**src/rtl/pacman_sprite_renderer_pkg.sv**
```systemverilog
// Shared types and constants for the Pac-Man sprite renderer.
//   dir_t         : sprite facing direction, also the ROM bank select
//   fetch_state_t : scanline prefetch FSM states
//   sprite_addr() : maps (direction, sprite row) to a sprite ROM address
package pacman_pkg;

  localparam int SPR_SIZE = 16;
  localparam int H_ACTIVE = 640;
  localparam int V_ACTIVE = 480;
  localparam int V_TOTAL  = 525;

  typedef enum logic [1:0] {
    LEFT  = 2'd0,
    RIGHT = 2'd1,
    UP    = 2'd2,
    DOWN  = 2'd3
  } dir_t;

  typedef enum logic [1:0] {
    FS_IDLE = 2'd0,
    FS_ADDR = 2'd1,
    FS_CAPT = 2'd2
  } fetch_state_t;

  // The ROM stores each direction's rows bottom-up, hence the inverted row.
  function automatic logic [6:0] sprite_addr(dir_t d, logic [3:0] row);
    return {1'b0, d, ~row};
  endfunction

endpackage

```
**src/rtl/pacman_sprite_renderer_shifter.sv**
```systemverilog
// sprite_line_shifter: holds one prefetched sprite row and serialises it
// onto pac_on_o as DrawX sweeps past the sprite's left column.
//   clk_i, rst_ni  : clock, asynchronous active-low reset
//   pix_ce_i       : pixel enable; draw_x_i is meaningful only when high
//   draw_x_i       : current pixel column
//   sx_i           : latched sprite left column
//   load_i         : capture row_data_i into the line buffer, mark it valid
//   clear_i        : mark the line buffer invalid (no sprite on next line)
//   row_data_i     : sprite ROM row, bit 15 = leftmost pixel
//   pac_on_o       : registered opaque flag, one pixel tick after its column
module sprite_line_shifter
  import pacman_pkg::*;
(
  input  logic        clk_i,
  input  logic        rst_ni,
  input  logic        pix_ce_i,
  input  logic [9:0]  draw_x_i,
  input  logic [9:0]  sx_i,
  input  logic        load_i,
  input  logic        clear_i,
  input  logic [15:0] row_data_i,
  output logic        pac_on_o
);

  logic [15:0] line_buf_q, line_buf_d;
  logic        line_valid_q, line_valid_d;
  // Bit 15 goes straight to pac_on on load, so only the remaining 15 bits
  // need to be held for shifting.
  logic [14:0] shreg_q, shreg_d;
  logic [3:0]  cnt_q, cnt_d;
  logic        pac_on_q, pac_on_d;

  always_comb begin
    line_buf_d   = line_buf_q;
    line_valid_d = line_valid_q;
    shreg_d      = shreg_q;
    cnt_d        = cnt_q;
    pac_on_d     = pac_on_q;

    if (load_i) begin
      line_buf_d   = row_data_i;
      line_valid_d = 1'b1;
    end else if (clear_i) begin
      line_valid_d = 1'b0;
    end

    if (pix_ce_i) begin
      if (draw_x_i < 10'(H_ACTIVE)) begin
        if (line_valid_q && (draw_x_i == sx_i)) begin
          shreg_d  = line_buf_q[14:0];
          cnt_d    = 4'd15;
          pac_on_d = line_buf_q[15];
        end else if (cnt_q != 4'd0) begin
          shreg_d  = {shreg_q[13:0], 1'b0};
          cnt_d    = cnt_q - 4'd1;
          pac_on_d = shreg_q[14];
        end else begin
          pac_on_d = 1'b0;
        end
      end else begin
        // Clearing the count at the right edge truncates the sprite
        // instead of letting it spill into the next line.
        pac_on_d = 1'b0;
        cnt_d    = 4'd0;
      end
    end
  end

  always_ff @(posedge clk_i or negedge rst_ni) begin
    if (!rst_ni) begin
      line_buf_q   <= '0;
      line_valid_q <= 1'b0;
      shreg_q      <= '0;
      cnt_q        <= '0;
      pac_on_q     <= 1'b0;
    end else begin
      line_buf_q   <= line_buf_d;
      line_valid_q <= line_valid_d;
      shreg_q      <= shreg_d;
      cnt_q        <= cnt_d;
      pac_on_q     <= pac_on_d;
    end
  end

  assign pac_on_o = pac_on_q;

endmodule

```
**src/rtl/pacman_sprite_renderer.sv**
```systemverilog
// pacman_sprite_renderer: per-pixel Pac-Man sprite renderer.
// Latches sprite position/direction once per frame, prefetches the next
// scanline's sprite row from the sprite ROM during hblank, and shifts it
// out as pac_on in step with DrawX.
//   Clk, Reset_n    : clock, asynchronous active-low reset
//   pix_ce          : pixel enable; DrawX/DrawY/frame_start are sampled
//                     only on Clk edges where pix_ce is high
//   DrawX, DrawY    : current pixel column / line
//   frame_start     : start-of-vblank pulse, latches pac_x/pac_y/pac_dir
//   pac_x,pac_y     : sprite top-left, game domain
//   pac_dir         : sprite direction (dir_t encoding)
//   rom_addr        : sprite ROM address, registered
//   rom_data        : sprite ROM row (combinational or 1-cycle registered)
//   pac_on          : sprite pixel opaque, one pixel tick after its DrawX
//   dbg_state_o     : fetch FSM state
module pacman_sprite_renderer
  import pacman_pkg::*;
(
  input  logic        Clk,
  input  logic        Reset_n,
  input  logic        pix_ce,
  input  logic [9:0]  DrawX,
  input  logic [9:0]  DrawY,
  input  logic        frame_start,
  input  logic [9:0]  pac_x,
  input  logic [9:0]  pac_y,
  input  logic [1:0]  pac_dir,
  output logic [6:0]  rom_addr,
  input  logic [15:0] rom_data,
  output logic        pac_on,
  output logic [1:0]  dbg_state_o
);

  logic [9:0]   sx_q, sy_q;
  dir_t         sdir_q;
  fetch_state_t state_q, state_d;
  logic [6:0]   rom_addr_q, rom_addr_d;
  logic         line_load, line_clear;

  logic         fetch_trig;
  logic [9:0]   ny;
  logic [10:0]  row_s;
  logic         row_hit;

  // Shadow registers: the sprite moves only between frames, never mid-frame.
  always_ff @(posedge Clk or negedge Reset_n) begin
    if (!Reset_n) begin
      sx_q   <= '0;
      sy_q   <= '0;
      sdir_q <= LEFT;
    end else if (pix_ce && frame_start) begin
      sx_q   <= pac_x;
      sy_q   <= pac_y;
      sdir_q <= dir_t'(pac_dir);
    end
  end

  assign fetch_trig = pix_ce && (DrawX == 10'(H_ACTIVE));
  // Next line wraps from the last vblank line back to line 0.
  assign ny         = (DrawY == 10'(V_TOTAL - 1)) ? 10'd0 : DrawY + 10'd1;
  // 11-bit difference: a negative row shows up as bit 10 set, so the
  // sprite is on the next line exactly when bits 10:4 are all zero.
  assign row_s      = {1'b0, ny} - {1'b0, sy_q};
  assign row_hit    = (row_s[10:4] == 7'd0) && (ny < 10'(V_ACTIVE));

  // Fetch FSM runs on every Clk so the 3-cycle fetch fits in hblank
  // regardless of the pixel rate. Triggers outside IDLE are ignored.
  always_comb begin
    state_d    = state_q;
    rom_addr_d = rom_addr_q;
    line_load  = 1'b0;
    line_clear = 1'b0;
    case (state_q)
      FS_IDLE: begin
        if (fetch_trig) begin
          if (row_hit) begin
            state_d    = FS_ADDR;
            rom_addr_d = sprite_addr(sdir_q, row_s[3:0]);
          end else begin
            line_clear = 1'b1;
          end
        end
      end
      FS_ADDR: state_d = FS_CAPT;
      FS_CAPT: begin
        line_load = 1'b1;
        state_d   = FS_IDLE;
      end
      default: state_d = FS_IDLE;
    endcase
  end

  always_ff @(posedge Clk or negedge Reset_n) begin
    if (!Reset_n) begin
      state_q    <= FS_IDLE;
      rom_addr_q <= '0;
    end else begin
      state_q    <= state_d;
      rom_addr_q <= rom_addr_d;
    end
  end

  sprite_line_shifter u_shifter (
    .clk_i      (Clk),
    .rst_ni     (Reset_n),
    .pix_ce_i   (pix_ce),
    .draw_x_i   (DrawX),
    .sx_i       (sx_q),
    .load_i     (line_load),
    .clear_i    (line_clear),
    .row_data_i (rom_data),
    .pac_on_o   (pac_on)
  );

  assign rom_addr    = rom_addr_q;
  assign dbg_state_o = state_q;

endmodule

```
**config.mk**
```make
export PLATFORM = sky130hd
export DESIGN_NAME = pacman_sprite_renderer
export DESIGN_NICKNAME = d
export VERILOG_FILES = /design/src/rtl/pacman_sprite_renderer_pkg.sv /design/src/rtl/pacman_sprite_renderer_shifter.sv /design/src/rtl/pacman_sprite_renderer.sv
export SDC_FILE = /design/constraint.sdc
export NUM_CORES = 1
export LEC_CHECK = 0
export BUFFER_PORTS_ARGS = -buffer_cell sky130_fd_sc_hd__buf_2
export CAP_MARGIN = 20
export CORE_MARGIN = 2
export CORE_UTILIZATION = 40
export DETAILED_ROUTE_END_ITERATION = 6
export GPL_ROUTABILITY_DRIVEN = 0
export SKIP_CTS_REPAIR_TIMING = 1
export SLEW_MARGIN = 0
export SYNTH_ARGS = -nofsm -noshare
export SYNTH_HDL_FRONTEND = slang
export SYNTH_HIERARCHICAL = 1
export SYNTH_SLANG_ARGS = --single-unit
```
**constraint.sdc**
```tcl
create_clock -name Clk -period 3.7 [get_ports Clk]
set_input_delay 0.37 -clock Clk [delete_from_list [all_inputs] [get_ports Clk]]
set_output_delay 0.37 -clock Clk [all_outputs]
set_load 0.05 [all_outputs]
```
==> flow_summary.yaml <==
outcome:
  status: "complete, no violations"
global_routing:
  grt_pass1_vias: 2842
  grt_pass1_wl_um: 13700
  grt_usage_pct: 16.9
  grt_antenna_before_repair: 0
  overflow: 0
  grt_max_degree: 41
synthesis:
  synth_top_area_cell: "dfrtp_1"
  synth_cell_types: 60
  synth_nets: 421
  synth.avg_cell_area_um2: 11.1
  yosys-top-cells-area: "dfrtp_1 (44%), mux2_2 (14%), ha_1 (4.2%), a221o_1 (3.7%), nor3b_1 (2.9%)"
  ys_async_sr_fraction_pct: 100
  synthCells: 345
  yosys-top-cells-count: "dfrtp_1 (67), mux2_2 (46), inv_1 (20), nor2_1 (17)"
  synth_top_area_share_pct: 43.7
  syn-cell-area_um2: 3830
  ys_seq_elements: 67
  synth_warnings: 6
  synthFlopType: "dfrtp_1"
  synth_edf_count: 0
  yosysMostFrequentCell: "dfrtp_1"
  seq_area_frac_synth_pct: 43.7
sta:
  max_freq_mhz: 303
  tns_ns: 0
  setup_violations: 0
  period_share_pct: 89.2
  finalHoldViolations: 0
  period_needed_ns: 3.30
  rsz0062_at_grt: "no"
  worst_slew_pin_slew_ns: 1.02
  drv_slew: 0
  max_slew_margin_pct: 31.6
  fin_skew_ns: 0.00878
  worst_slack_ns: 0.398
worst_setup_path:
  cp_slowest_cell: "fa_1"
  crit_buf_inv: 2
  critical_path.top_delay_family: "simple AND/OR/NAND/NOR gates"
  cpMostUsedCell: "ha_1"
  crit_chain: "buf_2, inv_1, ha_1, nand4_1, or4_4, nand2_1, ha_1, fa_1, nand2b_1, a211oi_1, a211o_1, mux2i_1, o2111ai_2, nor3_4, mux2_2"
  max_stage_delay_ns: 0.41
  criticalPathCategory: "input pin to flip-flop"
  end_kind: "flip-flop"
  path_max_fanout: 6
  worstSetupStartpointType: "input pin"
  crit_required_ns: 3.92
  crit_arrival_ns: 3.52
clocking:
  clockBufferDepth: 2
  clk-insertion-delay-late_ns: 0.34
  clk_pin_slew_worst_paths_ns: 0.07
  cts_tree: "yes"
  cts_sinks: 67
  htreeDepth: 3
  clock-root-buffer: "clkbuf_8"
  cts-buffers-inserted: 9
drt:
  vias: 2882
  vias_per_cell: 5.26
  drt-met1-wl_um: 3940
  drc: 0
  wl_met2_um: 3780
  route.top_layer_used: "met4"
  wire_per_inst_um: 14.9
  drtAntennaViolNets: 0
  wl_met3_um: 366
  drtIter0Drc: 109
  drt_first_pass_iters: 4
  wirelength_um: 8160
place:
  dp_hpwl_um: 5940
  pre_cts_slack_ns: 0.0458
  portBuffers: 70
power:
  leakage_uw: 0.00214
  power.density_nw_per_um2: 443
  finalPower_uw: 2000
  ir_worst_vdd_mv: 0.164
die:
  die_w_um: 102
  start_util_pct: 41.3
  fp.dieArea_um2: 10400
  core_um2: 9280
  io_pins: 72
  row_count: 35
  fp.dieH_um: 102
job:
  drv_cap: 0
layout:
  regArea_um2: 1680
  drive_above_1_share_pct: 34.8
  fillers: 898
  antennaDiodeCount: 0
  finish.utilization_pct: 48.6
  fin_nets: 491
  area_delta_synth_final_pct: 17.6
  multi_input_area_um2: 1990
hold_path:
  holdCritPathClass: "input pin to async pin"
report_power, final:
group,internal [uW],switching (uW)
clock network,378,282
logic,227,275
registers,787,45.8
total,1390,603
flip-flops by register name, indices dropped and copies added, names as in the netlist:
register,count
sy_q,10
u_shifter/line_buf_q,16
u_shifter/shreg_q,15
u_shifter/cnt_q,4
u_shifter/pac_on_o,1
sx_q,10
dbg_state_o,2
sdir_q,2
rom_addr,6
u_shifter/line_valid_q,1
cell families after synthesis:
kind of cell	count (synthesis)	synth area share (%)
AND/OR/NAND/NOR	92	14.6
flip-flops	67	43.7
AO/OA/AOI/OAI	65	13.5
multiplexers	47	13.8
buffers and inverters	37	4.50
XOR/XNOR	22	5.02
adder cells (fa/ha/maj)	14	4.76
other	1	0.0978
cell type report:
class	count	share of cell area, %
Multi-Input combinational cell	241	44.0
Clock buffer	9	2.75
Tap cell	129	3.58
Sequential cell	67	37.2
Inverter	20	1.67
Clock inverter	6	2.00
Timing Repair Buffer	76	8.77
stage by stage:
stage / cells / area, um2 / hold slack [ns]
floorplan: 345 / 3830 / 0.0744
global placement: 533 / 4290 / 0.437
detailed placement: 533 / 4290 / 0.446
CTS: 548 / 4510 / 0.0698
global route: 548 / 4510 / 0.0899
finish: 548 / 4510 / 0.0611
layer usage:
layer  vias to the layer above  global-route usage, %
met5                         -                      0
met3                         7                   4.10
li1                       1391                      -
met4                         0                   5.33
met2                        64                   26.0
met1                      1420                   23.6
final timing paths:
kind / from / end / slack (ns) / cells past startpoint
max in group asynchronous: Reset_n / dbg_state_o[1] / 2.69 / 2
min: Reset_n / sx_q[3] / 0.06 / 1
max reg2reg: sy_q[0] / rom_addr[1] / 0.72 / 9
min reg2reg: dbg_state_o[1] / dbg_state_o[1] / 0.48 / 1
min in group Clk: pac_y[4] / sy_q[4] / 0.26 / 2
max: DrawY[0] / rom_addr[1] / 0.40 / 15
worst register-to-register path: stages, from the launching register on:
cell and delay (ns):
dfrtp_1 0.39, ha_1 0.23, fa_1 0.41, nand2b_1 0.20
a211oi_1 0.30, a211o_1 0.19, mux2i_1 0.22, o2111ai_2 0.19
nor3_4 0.36, mux2_2 0.38
cells in the final DEF, fill, tap and decap left out, drive strengths merged, types with 2 or more instances in the layout:
cell type	Yosys	routed
a211oi	3	3
a21boi	2	2
a21o	3	3
a21oi	12	12
a221o	14	14
a2bb2oi	2	2
a31oi	3	3
and2	3	3
and3	2	2
and4	2	2
buf	11	76
bufinv	0	2
clkbuf	6	9
clkinv	0	2
dfrtp	67	67
ha	13	13
inv	20	21
mux2	46	46
nand2	15	15
nand2b	5	5
nand3	3	3
nand4	6	6
nand4b	2	2
nor2	17	17
nor2b	6	6
nor3	4	4
nor3b	15	15
nor4	3	3
nor4b	2	2
o21a	2	2
o21ai	11	11
o22ai	2	2
o31ai	4	4
xnor2	10	10
xor2	12	12
(Power assumes the default switching activity.)
